`src/rtl/mem_arbiter.sv`:
```
// Byte-serial RAM arbiter between the instruction fetcher and the load/store buffer.
// LSB requests win over fetches; misbranch flushes speculative reads but never stores.
module mem_arbiter (
  input  logic        clk,
  input  logic        rst,
  input  logic        rdy,
  input  logic        misbranch_flag,
  input  logic [7:0]  mem_din,
  output logic [7:0]  mem_dout,
  output logic [31:0] mem_a,
  output logic        mem_wr,
  input  logic        io_buffer_full,
  input  logic        if_start,
  input  logic [31:0] if_pc,
  output logic        if_done,
  output logic [31:0] if_inst,
  input  logic        lsb_start,
  input  logic        lsb_wr,
  input  logic [31:0] lsb_addr,
  input  logic [2:0]  lsb_size,
  input  logic [31:0] lsb_wdata,
  output logic        lsb_done,
  output logic [31:0] lsb_rdata
);

  typedef enum logic [1:0] {StIdle, StIfRead, StLsRead, StLsWrite} state_e;

  state_e      state_q, state_d;
  logic [2:0]  cnt_q, cnt_d;
  logic        pend_if_q, pend_if_d;
  logic [31:0] if_pc_q, if_pc_d;
  logic        pend_ls_q, pend_ls_d;
  logic        ls_wr_q, ls_wr_d;
  logic [31:0] ls_addr_q, ls_addr_d;
  logic [2:0]  ls_size_q, ls_size_d;
  logic [31:0] ls_wdata_q, ls_wdata_d;
  logic [31:0] op_addr_q, op_addr_d;
  logic [2:0]  op_n_q, op_n_d;
  logic [31:0] op_wdata_q, op_wdata_d;
  logic [31:0] buf_q, buf_d;
  logic [31:0] mem_a_q, mem_a_d;
  logic [7:0]  mem_dout_q, mem_dout_d;
  logic        mem_wr_q, mem_wr_d;
  logic        if_done_q, if_done_d;
  logic        lsb_done_q, lsb_done_d;
  logic [31:0] if_inst_q, if_inst_d;
  logic [31:0] lsb_rdata_q, lsb_rdata_d;

  // Request view combining latched requests with same-cycle start pulses.
  logic        if_new, ls_new, if_req, ls_req, io_stall;
  logic        ls_req_wr;
  logic [31:0] ls_req_addr, ls_req_wdata, if_req_pc;
  logic [2:0]  ls_req_size, ls_req_n;
  logic [1:0]  rd_idx;

  always_comb begin
    if_new       = if_start & ~misbranch_flag;
    ls_new       = lsb_start & ~(misbranch_flag & ~lsb_wr);
    if_req       = if_new | (pend_if_q & ~misbranch_flag);
    ls_req       = ls_new | (pend_ls_q & ~(misbranch_flag & ~ls_wr_q));
    if_req_pc    = if_new ? if_pc : if_pc_q;
    ls_req_wr    = ls_new ? lsb_wr : ls_wr_q;
    ls_req_addr  = ls_new ? lsb_addr : ls_addr_q;
    ls_req_size  = ls_new ? lsb_size : ls_size_q;
    ls_req_wdata = ls_new ? lsb_wdata : ls_wdata_q;
    ls_req_n     = (ls_req_size > 3'd4) ? 3'd4 : ls_req_size;
    io_stall     = ls_req & ls_req_wr & (ls_req_addr[17:16] == 2'b11) & io_buffer_full;
    rd_idx       = 2'(cnt_q - 3'd1);
  end

  always_comb begin
    state_d     = state_q;
    cnt_d       = cnt_q + 3'd1;
    pend_if_d   = if_req;
    if_pc_d     = if_req_pc;
    pend_ls_d   = ls_req;
    ls_wr_d     = ls_req_wr;
    ls_addr_d   = ls_req_addr;
    ls_size_d   = ls_req_size;
    ls_wdata_d  = ls_req_wdata;
    op_addr_d   = op_addr_q;
    op_n_d      = op_n_q;
    op_wdata_d  = op_wdata_q;
    buf_d       = buf_q;
    mem_a_d     = '0;
    mem_dout_d  = '0;
    mem_wr_d    = 1'b0;
    if_done_d   = 1'b0;
    lsb_done_d  = 1'b0;
    if_inst_d   = if_inst_q;
    lsb_rdata_d = lsb_rdata_q;

    unique case (state_q)
      StIdle: begin
        cnt_d = '0;
        if (ls_req && !io_stall) begin
          state_d    = ls_req_wr ? StLsWrite : StLsRead;
          pend_ls_d  = 1'b0;
          op_addr_d  = ls_req_addr;
          op_n_d     = ls_req_n;
          op_wdata_d = ls_req_wdata;
          buf_d      = '0;
        end else if (if_req && !io_stall) begin
          state_d   = StIfRead;
          pend_if_d = 1'b0;
          op_addr_d = if_req_pc;
          op_n_d    = 3'd4;
          buf_d     = '0;
        end
      end
      StIfRead, StLsRead: begin
        if (misbranch_flag) begin
          state_d = StIdle;
          cnt_d   = '0;
        end else begin
          if (cnt_q < op_n_q) mem_a_d = op_addr_q + 32'(cnt_q);
          // Byte issued one edge earlier is on mem_din now.
          if (cnt_q != 3'd0 && cnt_q <= op_n_q) buf_d[{rd_idx, 3'b000} +: 8] = mem_din;
          if (cnt_q == 3'(op_n_q + 3'd1)) begin
            state_d = StIdle;
            cnt_d   = '0;
            if (state_q == StIfRead) begin
              if_done_d = 1'b1;
              if_inst_d = buf_q;
            end else begin
              lsb_done_d  = 1'b1;
              lsb_rdata_d = buf_q;
            end
          end
        end
      end
      StLsWrite: begin
        if (cnt_q < op_n_q) begin
          mem_a_d    = op_addr_q + 32'(cnt_q);
          mem_dout_d = op_wdata_q[{cnt_q[1:0], 3'b000} +: 8];
          mem_wr_d   = 1'b1;
        end else begin
          state_d    = StIdle;
          cnt_d      = '0;
          lsb_done_d = 1'b1;
        end
      end
      default: state_d = StIdle;
    endcase
  end

  always_ff @(posedge clk) begin
    if (rst) begin
      state_q     <= StIdle;
      cnt_q       <= '0;
      pend_if_q   <= 1'b0;
      if_pc_q     <= '0;
      pend_ls_q   <= 1'b0;
      ls_wr_q     <= 1'b0;
      ls_addr_q   <= '0;
      ls_size_q   <= '0;
      ls_wdata_q  <= '0;
      op_addr_q   <= '0;
      op_n_q      <= '0;
      op_wdata_q  <= '0;
      buf_q       <= '0;
      mem_a_q     <= '0;
      mem_dout_q  <= '0;
      mem_wr_q    <= 1'b0;
      if_done_q   <= 1'b0;
      lsb_done_q  <= 1'b0;
      if_inst_q   <= '0;
      lsb_rdata_q <= '0;
    end else if (rdy) begin
      state_q     <= state_d;
      cnt_q       <= cnt_d;
      pend_if_q   <= pend_if_d;
      if_pc_q     <= if_pc_d;
      pend_ls_q   <= pend_ls_d;
      ls_wr_q     <= ls_wr_d;
      ls_addr_q   <= ls_addr_d;
      ls_size_q   <= ls_size_d;
      ls_wdata_q  <= ls_wdata_d;
      op_addr_q   <= op_addr_d;
      op_n_q      <= op_n_d;
      op_wdata_q  <= op_wdata_d;
      buf_q       <= buf_d;
      mem_a_q     <= mem_a_d;
      mem_dout_q  <= mem_dout_d;
      mem_wr_q    <= mem_wr_d;
      if_done_q   <= if_done_d;
      lsb_done_q  <= lsb_done_d;
      if_inst_q   <= if_inst_d;
      lsb_rdata_q <= lsb_rdata_d;
    end
  end

  // Freeze hides strobes; they reappear for their one cycle once rdy returns.
  assign mem_a     = mem_a_q;
  assign mem_dout  = mem_dout_q;
  assign mem_wr    = mem_wr_q & rdy;
  assign if_done   = if_done_q & rdy;
  assign lsb_done  = lsb_done_q & rdy;
  assign if_inst   = if_inst_q;
  assign lsb_rdata = lsb_rdata_q;

endmodule

```
`config.mk`:
```
export PLATFORM = sky130hd
export DESIGN_NAME = mem_arbiter
export DESIGN_NICKNAME = d
export VERILOG_FILES = /design/src/rtl/mem_arbiter.sv
export SDC_FILE = /design/constraint.sdc
export NUM_CORES = 1
export LEC_CHECK = 0
export BUFFER_PORTS_ARGS = -buffer_cell sky130_fd_sc_hd__buf_2
export CAP_MARGIN = 40
export CORE_ASPECT_RATIO = 1.25
export CORE_MARGIN = 2
export CORE_UTILIZATION = 40
export DETAILED_ROUTE_END_ITERATION = 8
export GPL_ROUTABILITY_DRIVEN = 0
export MAX_ROUTING_LAYER = met4
export PLACE_DENSITY_LB_ADDON = 0.08
export SETUP_SLACK_MARGIN = 0.15
export SLEW_MARGIN = 15
export SYNTH_ARGS = -nofsm -noshare
export SYNTH_HDL_FRONTEND = slang
export SYNTH_SLANG_ARGS = --single-unit
```
`constraint.sdc`:
```
create_clock -name clk -period 7.8 [get_ports clk]
set_clock_uncertainty 0.1 [all_clocks]
set_input_delay 0.78 -clock clk [delete_from_list [all_inputs] [get_ports clk]]
set_output_delay 0.78 -clock clk [all_outputs]
set_load 0.02 [all_outputs]
```
Word level (Yosys, flattened, before mapping). Cells that the tools add are included.

Logic and storage cells: 124. Output and inout port bits: 107. Input port bits: 115. Flip-flop bits (word level): 313.

Reduce and logical (&&, ||, !) cells: 15. Order comparisons: 3. Shifts and indexed selects: 3. Equal/unequal tests: 10. Bitwise gates (word level): 20. Add/subtract/negate cells: 5. Multiplexer cells: 48.

Operator list (count): 32-bit two-way mux (11); 32-bit case mux with 2 select lines (2); 32-bit by 3-bit adder with 32-bit output (1); 32-bit bitwise mux (1); 8-bit by 7-bit variable shift with 32-bit output (first input constant) (1); 32-bit by 6-bit indexed part select with 8-bit output (1); 8-bit by 7-bit indexed part select with 32-bit output (1); 3-bit two-way mux (7); 1-bit two-way mux (17); 8-bit two-way mux (2); 5-bit AND reduction (3); 1-bit bitwise AND (12); 2-bit two-way mux (5); 3-bit case mux with 3 select lines (1); 5-bit negation with 7-bit output (1); 3-bit by 1-bit adder with 3-bit output (second input constant) (2); 2-bit equality test (second input constant) (3); 2-bit != test (second input constant) (3); 3-bit != test (second input constant) (2); 1-bit NOT (6); 2-bit case mux with 3 select lines (1); 3-bit AND reduction (2); 4-bit AND reduction (1); 2-bit nonzero test (2); 13 further kinds (16).

Depth between registers and ports, before layout. Gate-level depths: netlist of the first run.

Depth in word-level cells: 13. Mapped depth: 10.

Worst setup path before layout of the first run. Ideal clock, no wire load.

Path kind: input to output. Start: input port rdy. End: output port lsb_done. Arrival: 2023 ps. Buffers on the path: 4. Cell stages on the path: 5. Required time: 6920 ps. Slack: 4897 ps. Cell sequence: buf_2 clkbuf_1 clkbuf_1 clkbuf_1 and2_1.

Cells in the longest elaborated chain, start to end: 1.

RTL lines: start, declared (line 6) `input logic rdy,`; 1-bit bitwise AND (line 198) `assign lsb_done = lsb_done_q & rdy;`; end, declared (line 22) `output logic lsb_done,`.

No other way between the ends.

Worst setup path in the final report of the first run.
Start: input port lsb_wr. End: register buf_q[5].

Cells in the longest elaborated chain, start to end: 12. Elaborated cells between the ends (all ways): 18. Those cells by class: eq/ne: 2; mux: 4; bitwise: 8; reduce/logical: 4.

RTL lines: start, declared (line 18) `input logic lsb_wr,`; 1-bit NOT (line 58) `ls_new = lsb_start & ~(misbranch_flag & ~lsb_wr);`; 1-bit bitwise AND (line 58); 1-bit NOT (line 58); 1-bit bitwise AND (line 58); 32-bit two-way mux, or another cell as far along (line 63) `ls_req_addr = ls_new ? lsb_addr : ls_addr_q;`; 2-bit equality test or 1-bit bitwise AND (tied branches) (line 67) `io_stall = ls_req & ls_req_wr & (ls_req_addr[17:16] == 2'b11) & io_buffer_full;`; 1-bit bitwise AND (2 in series) (line 67); 1-bit logical NOT (line 96, 103); 1-bit logical AND, on equally long branches (line 96, 103); 3-bit != test (no source line) or 32-bit two-way mux (tied branches); 5-bit AND reduction (no source line) or 32-bit case mux with 2 select lines (tied branches); end signal, assigned (line 182) `buf_q <= buf_d;`; end, declared (line 40) `logic [31:0] buf_q, buf_d;`.

Parallel ways exist; a longest one is shown, timed or not. A chain may end at the register's enable or synchronous reset.

==> results by group, run 1 <==
Run status
  – Outcome: finished, final reports clean

Timing
  – Worst-Margin Slew: between 900 and 1000 ps
  – Hold Vio Cnt, Final: 0
  – Setup ws final: 4261 ps
  – Setup Total Neg Slack: 0 ps
  – Post-route minimum period: approximately 3500 ps
  – RSZ-0062 raised after global routing: no
  – Final Max Slew Viols: 0
  – Max_slew headroom: 35.62%
  – Tcrit/Tclk final: approximately 45%
  – Fmax: 0.2825 GHz
  – Hold Slack: 347.6 ps
  – Setup violations, final: 0

Floorplan
  – Die X: roughly 170 um
  – Die Ht: between 200 and 250 um
  – Initial core utilization: 40.73%
  – Core box area: 0.03359 mm^2
  – Io pins: 222
  – Rows: 75
  – DIE AREA: about 0.036 mm^2

Final layout
  – Fillers: 3395
  – Nets@finish: 1932
  – Final Cell Area: 0.01626 mm^2
  – Layout cell share with drive strength beyond 1: 20.30%
  – Area Growth Syn to Fin: 18.80%

Worst hold path
  – Hold Crit Class: reg -> reg
  – Min-Delay Endpoint: mem_a[29]
  – Worst Hold Launch: mem_a[29]
  – Hold Crit Depth: 2

Clock network
  – Post-cts resize count: 0
  – Clock transition at path regs: 60 ps
  – Clock Latency Late Sink: approximately 520 ps
  – Root Buffer: clkbuf_16
  – CTS tree: yes
  – Clk sinks: 313
  – Hold-fix buffers, CTS: 0
  – H-tree depth: 2
  – Max clock buf depth: 3
  – Post-CTS setup buffers: 0
  – Number of buffers created by CTS: 35

Detailed routing
  – Post-route DRC: 0
  – First-pass DRT Iterations: 5
  – Post-DRT Antenna Nets: 0
  – Post-Route WL: 39150 um
  – Wire per inst: 17.41 um
  – Drt initial violations: 706
  – Detailed-route via count: 12.11k
  – Vias per cell: 5.384

Global route
  – Initial antenna violation count: 3
  – Gr usage total: 22.19%
  – GR Overflow Total: 0
  – First-pass GRT wire length: 62060 um
  – Vias in the first global route: 11.45k
  – Largest net degree at the start of global routing: 199

Critical path
  – Critical path peak fanout: 67
  – CP arrival: around 3900 ps
  – Worst R2R Path Depth: 8
  – Critical R2R Launch: cnt_q[1]
  – Critical Path End Type: flop
  – Reg-to-Reg End: mem_a[27]
  – Flop2flop setup slack: approximately 4600 ps
  – Startpoint types: input port
  – Critical path type: in -> reg
  – Required time of the worst setup path: 8120 ps

Placed design
  – DP Area: 0.01508 mm^2
  – Post-place setup slack: 3611 ps
  – Number of port buffers: 221
  – DP Wirelength: 25640 um

Synth
  – Mapped Area: 0.01368 mm^2
  – Syn Area/Cell: 8.299 um^2
  – Post-Syn Instances: 1649
  – Syn Nets: 1781
  – Seq/Total Area, Yosys: 45.79%
  – Post-synth EDFFs: 0
  – Top_reg_cell synth: dfxtp_1
  – Ys Warns: 0
  – Synth unique cells: 66
  – Synthesized flop and latch total: ~310
  – Async SR Flop Fraction: 0%

Flow run
  – Max-Cap Viols: 0

Power
  – PwrDens: approximately 230 mW/mm^2
  – Leak: about 6.2 nW
  – VDD IR max: 0.1525 mV
state kept, by name (all words and copies together), names as in the netlist, 3 cells and up:
| register | count |
|---|---|
| mem_dout | 8 |
| ls_addr_q | 32 |
| op_addr_q | 32 |
| mem_a | 32 |
| ls_size_q | 3 |
| buf_q | 32 |
| lsb_rdata | 32 |
| if_pc_q | 32 |
| cnt_q | 3 |
| op_n_q | 3 |
| ls_wdata_q | 32 |
| op_wdata_q | 32 |
| if_inst | 32 |
critical path, cell delays in order:
cell,delay [ps]
buf_2,120
nand2b_2,440
a21o_1,320
a221oi_4,270
buf_4,600
o21a_1,690
nor3_1,320
o32ai_1,290
cells by family after synthesis:
family	after synthesis	synth area share (%)
compound gates	397	18.26
xor+xnor	31	2.094
fa+ha+maj	17	1.609
buf+inv	167	5.340
flops	313	45.79
mux	80	6.876
simple gates	644	20.03
routing by layer:
| layer | global-route usage [%] | up-vias | routed length [um] |
|---|---|---|---|
| li1 | - | 6052 | - |
| met1 | 29.35 | 5696 | 17960 |
| met2 | 35.55 | 301 | 18590 |
| met3 | 3.054 | 60 | 1816 |
| met4 | 6.513 | 0 | 780 |
| met5 | - | - | 0 |
per-stage QoR:
| stage | util (%) | total power, mW | cells |
|---|---|---|---|
| after floorplan | - | 2.021 | 1649 |
| after global placement | 44.37 | 2.136 | 2176 |
| after detailed placement | 44.89 | 2.152 | 2185 |
| after CTS | 48.31 | 3.808 | 2245 |
| after global routing | 48.39 | 3.925 | 2249 |
| final | 48.39 | 3.766 | 2249 |
placed cells by master (no fill, tap or decap), drive strengths merged, types with 3 or more instances in the layout:
cell type  instances
nor2b             11
clkbuf            51
nand4              7
xor2               8
nor4              10
o211ai             3
mux4               8
nand2            322
a22oi             15
or3                4
nor2             166
a21o               4
nor3              46
a31o               8
inv               35
a311oi            32
mux2i             40
ha                16
xnor2             22
or4                3
and2               6
a21oi            143
diode              3
nand3             53
o21ai             95
mux2              32
clkinv             8
a211oi            65
dfxtp            313
nand2b             6
o32ai             17
buf              245
worst max path at each step:
| stage | from | endpoint | slack, ps | cells past startpoint |
|---|---|---|---|---|
| 6_report | lsb_wr | buf_q[5] | 4260 | 8 |
| 3_3_place_gp | misbranch_flag | buf_q[4] | 3540 | 8 |
| 3_5_place_dp | lsb_start | buf_q[5] | 3610 | 7 |
| 4_1_cts | lsb_start | buf_q[5] | 4160 | 7 |
| 2_1_floorplan | rdy | lsb_done | 4900 | 5 |
| 5_1_grt | misbranch_flag | buf_q[1] | 4010 | 8 |
power breakdown:
| part | switching (mW) | total [mW] | internal, mW | leakage, nW |
|---|---|---|---|---|
| sequential | 0.0427 | 1.71 | 1.66 | 2.55 |
| clock | 0.653 | 1.65 | 0.996 | 0.573 |
| combinational | 0.253 | 0.411 | 0.158 | 3.08 |
| total | 0.949 | 3.77 | 2.82 | 6.20 |
synthesized netlist by cell type (4+ instances only):
cell type | n | area [um^2]
a211oi_1 | 64 | 480.5
a21o_1 | 4 | 30.03
a21oi_1 | 143 | 715.7
a22oi_1 | 15 | 112.6
a311oi_1 | 31 | 271.5
a31o_2 | 7 | 61.31
and2_1 | 5 | 31.28
buf_1 | 10 | 37.54
buf_2 | 23 | 115.1
buf_4 | 6 | 45.04
buf_6 | 7 | 78.83
clkbuf_1 | 86 | 322.8
dfxtp_1 | 313 | 6266
ha_1 | 16 | 200.2
inv_1 | 34 | 127.6
mux2_2 | 32 | 360.4
mux2i_1 | 40 | 400.4
mux4_2 | 8 | 180.2
nand2_1 | 322 | 1209
nand2b_1 | 5 | 31.28
nand3_1 | 53 | 265.3
nand4_1 | 7 | 43.79
nor2_1 | 166 | 623.1
nor2b_1 | 10 | 62.56
nor3_1 | 43 | 215.2
nor4_1 | 10 | 62.56
o21ai_0 | 92 | 460.4
o32ai_1 | 17 | 148.9
or3_1 | 4 | 25.02
xnor2_1 | 22 | 192.7
xor2_1 | 8 | 70.07
layout make-up:
| type | count | area [um^2] | area share (%) |
|---|---|---|---|
| clock buffer | 50 | 1045 | 6.427 |
| multi-input combinational | 1169 | 6736 | 41.44 |
| clock inverter | 10 | 103.9 | 0.6388 |
| sequential | 313 | 6266 | 38.54 |
| antenna | 3 | 7.507 | 0.04618 |
| inverter | 35 | 131.4 | 0.8081 |
| timing repair buffer | 246 | 1438 | 8.843 |
| tap | 423 | 529.3 | 3.256 |
No activity file was read; power rests on OpenSTA's default activity.
==> run 2: changes to the inputs <==
==> constraint.sdc (replaced) <==
create_clock -name clk -period 3.1 [get_ports clk]
set_clock_uncertainty 0.1 [all_clocks]
set_input_delay 0.31 -clock clk [delete_from_list [all_inputs] [get_ports clk]]
set_output_delay 0.31 -clock clk [all_outputs]
set_load 0.02 [all_outputs]
==> results by group, run 2 (synthesis results as in run 1) <==
Floorplan
  – Die X: 169.4 um
  – Core box area: 0.03359 mm^2
  – Initial core utilization: between 40% and 50%
  – Rows: 75
  – Die Ht: around 210 um
  – Io pins: 222
  – DIE AREA: 0.03572 mm^2

Clock network
  – H-tree depth: 2
  – Hold-fix buffers, CTS: 46
  – Clock Latency Late Sink: just over 500 ps
  – Post-cts resize count: 0
  – Max clock buf depth: 3
  – Clock transition at path regs: approximately 60 ps
  – Root Buffer: clkbuf_16
  – CTS tree: yes
  – Clk sinks: between 300 and 400
  – Number of buffers created by CTS: 34
  – Post-CTS setup buffers: 0

Timing
  – Setup Total Neg Slack: 0 ps
  – Setup violations, final: 0
  – Fmax: 0.3732 GHz
  – Final Max Slew Viols: 0
  – Worst-Margin Slew: just under 900 ps
  – Setup ws final: ~420 ps
  – Max_slew headroom: 41.10%
  – Hold Vio Cnt, Final: 0
  – Tcrit/Tclk final: 86.43%
  – Post-route minimum period: 2679 ps
  – RSZ-0062 raised after global routing: no

Detailed routing
  – First-pass DRT Iterations: 5
  – Post-route DRC: 0
  – Drt initial violations: 683
  – Post-DRT Antenna Nets: 0
  – Detailed-route via count: 12.30k
  – Vias per cell: roughly 5.3
  – Wire per inst: around 17 um
  – Post-Route WL: 39430 um

Critical path
  – Critical path type: reg -> reg
  – Required time of the worst setup path: 3370 ps
  – Critical path peak fanout: 15
  – CP Cell Sequence: ha_1 -> nor2b_1 -> o21a_1 -> o21ai_1 -> a32oi_1 -> buf_4 -> nor3_1 -> o22ai_1
  – Critical Path End Type: flop
  – CP arrival: around 3000 ps
  – Worst path slowest cell: nor3_1
  – Max stage delay on crit path: 720 ps
  – Startpoint types: flop

Power
  – Part of the power in registers: 44.8%
  – Leak: 6.425 nW
  – Combinational fraction of design power: 11.3%
  – PwrDens: between 500 and 600 mW/mm^2
  – Net load switching power: 2.400 mW
  – VDD IR max: 0.3739 mV
  – Clock power share: 43.9%
  – Switching Share: 25.06%
  – Int Pwr: 7.178 mW

Global route
  – Gr usage total: 22.28%
  – GR Overflow Total: 0
  – Largest net degree at the start of global routing: approximately 120
  – Initial antenna violation count: 0
  – Vias in the first global route: approximately 12k
  – First-pass GRT wire length: 62890 um

Final layout
  – Final Cell Area: around 0.017 mm^2
  – Most frequent cells in the layout: nand2_1 (321), dfxtp_1 (313), buf_2 (219)
  – Layout cell share with drive strength beyond 1: 20.23%
  – Commonest non-fill, non-tap cell in the layout: nand2_1
  – Post-route insts no fill: 2306
  – Area Growth Syn to Fin: 22.47%
  – Fillers: approximately 3.3k
  – Multi-input logic area: 0.006731 mm^2
  – Antenna diodes: 0
  – FF/Latch Area: 0.006266 mm^2
  – Nets@finish: approximately 2.0k
  – Final core occ: 49.88%

Placed design
  – Post-placement cell count: 2200
  – Post-place setup slack: 382.5 ps
  – Number of port buffers: 221
  – DP Wirelength: 26220 um
  – DP Area: 0.01513 mm^2

Worst hold path
  – Hold Crit Class: in -> reg

Flow run
  – Max-Cap Viols: 0

Run status
  – Outcome: finished, final reports clean
-- run 2: final timing paths --
check	cells after the start	from	endpoint	slack (ps)
worst max-delay path	8	cnt_q[1]	buf_q[15]	420
worst min-delay path	3	rdy	cnt_q[1]	70
worst max register to register	8	cnt_q[1]	buf_q[15]	420
worst min register to register	2	mem_a[31]	mem_a[31]	350
-- run 2: layout make-up --
class	instances	area share, %
flip-flops and latches	313	37.39
clock inverters	6	0.5077
repair buffers	306	11.55
inverters	35	0.7839
multi-input cells	1169	40.17
clock buffers	54	6.443
well taps	423	3.158
-- run 2: through the flow --
| stage | total power [mW] | hold WS [ps] |
|---|---|---|
| floorplan | 5.086 | 333.8 |
| global placement | 5.393 | 337.5 |
| detailed placement | 5.417 | 341.6 |
| CTS | 9.678 | 50.92 |
| global route | 9.957 | 86.80 |
| finish | 9.578 | 74.76 |
-- run 2: power by group through the flow --
stage	Sequential (mW)	Clock, mW	Combinational (mW)
after detailed placement	4.38	0	1.04
after floorplan	4.35	0	0.739
after CTS	4.29	4.30	1.09
after global placement	4.38	0	1.02
final	4.29	4.20	1.08
after global routing	4.31	4.44	1.20
-- run 2: metal layers --
metal	part of all wire, %	global-route usage (%)	up-vias
li1	-	-	6158
met4	1.9	5.541	0
met1	46	29.24	5807
met2	47	36.50	286
met3	4.3	2.960	48
met5	0	-	-
-- run 2: worst max-delay path: cells and delay by family (launching register included) --
| kind | cells | cell delay (ps) |
|---|---|---|
| adders and majority gates | 1 | 290 |
| buffers and inverters | 1 | 200 |
| and+or+nand+nor | 2 | 850 |
| DFF | 1 | 460 |
| AOI/OAI and AO/OA | 4 | 620 |
==> run 3: changes to the inputs <==
--- a/config.mk
+++ b/config.mk
@@ -6,12 +6,13 @@
 export NUM_CORES = 1
 export LEC_CHECK = 0
 export BUFFER_PORTS_ARGS = -buffer_cell sky130_fd_sc_hd__buf_2
-export CAP_MARGIN = 40
+export CAP_MARGIN = 20
 export CORE_ASPECT_RATIO = 1.25
 export CORE_MARGIN = 2
 export CORE_UTILIZATION = 40
 export DETAILED_ROUTE_END_ITERATION = 8
 export GPL_ROUTABILITY_DRIVEN = 0
+export HOLD_SLACK_MARGIN = 0.12
 export MAX_ROUTING_LAYER = met4
 export PLACE_DENSITY_LB_ADDON = 0.08
 export SETUP_SLACK_MARGIN = 0.15
==> results by group, run 3 (synthesis results as in run 1) <==
Final layout
  – Nets@finish: 2033
  – Layout cell share with drive strength beyond 1: about 20%
  – Fillers: 3267
  – Most frequent cells in the layout: nand2_1 (321), dfxtp_1 (313), buf_2 (219)
  – Commonest non-fill, non-tap cell in the layout: nand2_1
  – Area Growth Syn to Fin: 25.72%
  – Antenna diodes: 0
  – Final Cell Area: 0.01720 mm^2

Detailed routing
  – First-pass DRT Iterations: 5
  – Detailed-route via count: 12.39k
  – Wire per inst: between 15 and 20 um
  – Post-DRT Antenna Nets: 0
  – Vias per cell: 5.275
  – Drt initial violations: 867
  – Post-Route WL: 39710 um
  – Post-route DRC: 0

Timing
  – Worst-Margin Slew: 1054 ps
  – Hold Vio Cnt, Final: 0
  – RSZ-0062 raised after global routing: no
  – Setup Total Neg Slack: 0 ps
  – Final Max Slew Viols: 0
  – Max_slew headroom: 29.73%
  – Tcrit/Tclk final: between 80% and 90%
  – Fmax: 0.3734 GHz
  – Setup ws final: 421.7 ps
  – Setup violations, final: 0
  – Post-route minimum period: about 2700 ps

Global route
  – GR Overflow Total: 0
  – Initial antenna violation count: 0
  – First-pass GRT wire length: 63510 um
  – Gr usage total: 22.54%
  – Largest net degree at the start of global routing: 117
  – Vias in the first global route: 11.80k

Floorplan
  – Die X: approximately 170 um
  – Io pins: 222
  – Rows: 75
  – Core box area: 0.03359 mm^2
  – Die Ht: approximately 210 um
  – Initial core utilization: 40.73%
  – DIE AREA: 0.03572 mm^2

Clock network
  – Clock transition at path regs: 60 ps
  – Number of buffers created by CTS: 34
  – Post-CTS setup buffers: 0
  – Clock Latency Late Sink: 510 ps
  – Max clock buf depth: 3
  – Clk sinks: 313
  – CTS tree: yes
  – Root Buffer: clkbuf_16
  – Hold-fix buffers, CTS: 89
  – Post-cts resize count: 0
  – H-tree depth: 2

Worst hold path
  – Hold Crit Class: in -> reg
  – Worst Hold Launch: if_pc[23]
  – Min-Delay Endpoint: if_pc_q[23]
  – Hold Crit Depth: 4

Critical path
  – Critical path type: reg -> reg
  – Required time of the worst setup path: 3370 ps
  – Reg-to-Reg End: buf_q[15]
  – CP arrival: 2950 ps
  – Critical path peak fanout: 15
  – Startpoint types: flop
  – Flop2flop setup slack: 420 ps
  – Critical Path End Type: flop
  – Worst R2R Path Depth: 8
  – Critical R2R Launch: cnt_q[1]

Flow run
  – Max-Cap Viols: 0

Placed design
  – Number of port buffers: 221
  – DP Wirelength: 26070 um
  – DP Area: 0.01510 mm^2
  – Post-place setup slack: 444.2 ps

Run status
  – Outcome: finished, final reports clean

Power
  – Leak: around 6.6 nW
  – VDD IR max: 0.3525 mV
  – PwrDens: 563.1 mW/mm^2
[run 3: cell types whose count changed in the layout (fill, tap and decap cells not counted)]
cell	previous run	this run
buf_8	2	1
bufinv_16	2	3
clkbuf_1	8	6
clkinv_2	2	5
clkinvlp_4	2	1
dlygate4sd3_1	46	89
[run 3: critical path, cell delays in order, from the launching register on]
cell     delay, ps
dfxtp_1        460
ha_1           290
nor2b_1        130
o21a_1         200
o21ai_1        140
a32oi_1        110
buf_4          200
nor3_1         720
o22ai_1        180
[run 3: worst max-delay path by stage]
stage                      to  slack, ps  depth (start not counted)  startpoint
floorplan            buf_q[0]        600                          8    cnt_q[1]
global placement    buf_q[15]        480                          8    cnt_q[1]
detailed placement  buf_q[15]        440                          8   lsb_start
CTS                 buf_q[15]        440                          8    cnt_q[1]
global route        buf_q[15]        240                          8    cnt_q[1]
finish              buf_q[15]        420                          8    cnt_q[1]
[run 3: area by class of cell]
cell class	count	area, um^2	share of cell area, %
multi-input combinational	1169	6731	39.13
timing repair buffer	348	2351	13.67
clock buffer	52	1072	6.233
tap	423	529.3	3.076
clock inverter	9	122.6	0.7127
sequential	313	6266	36.42
inverter	35	131.4	0.7636
[run 3: stage by stage]
stage	hold WS (ps)	utilization [%]	total power, mW	instances
after floorplan	333.8	-	5.086	1649
after global placement	337.5	44.96	5.393	2198
after detailed placement	340.0	44.96	5.411	2198
after CTS	120.6	51.17	9.806	2348
after global routing	128.4	51.21	10.09	2349
final	123.7	51.21	9.688	2349
[run 3: report_power, final]
| group | internal (mW) | leakage [nW] | switching (mW) |
|---|---|---|---|
| clock | 2.64 | 0.590 | 1.64 |
| sequential | 4.19 | 2.55 | 0.106 |
| combinational | 0.469 | 3.48 | 0.648 |
[run 3: layer usage]
metal	global-route usage [%]	share of wire, %	up-vias
li1	-	-	6238
met1	29.72	46	5808
met2	36.68	48	289
met3	2.886	4.1	56
met4	5.953	2.2	0
met5	-	0	-
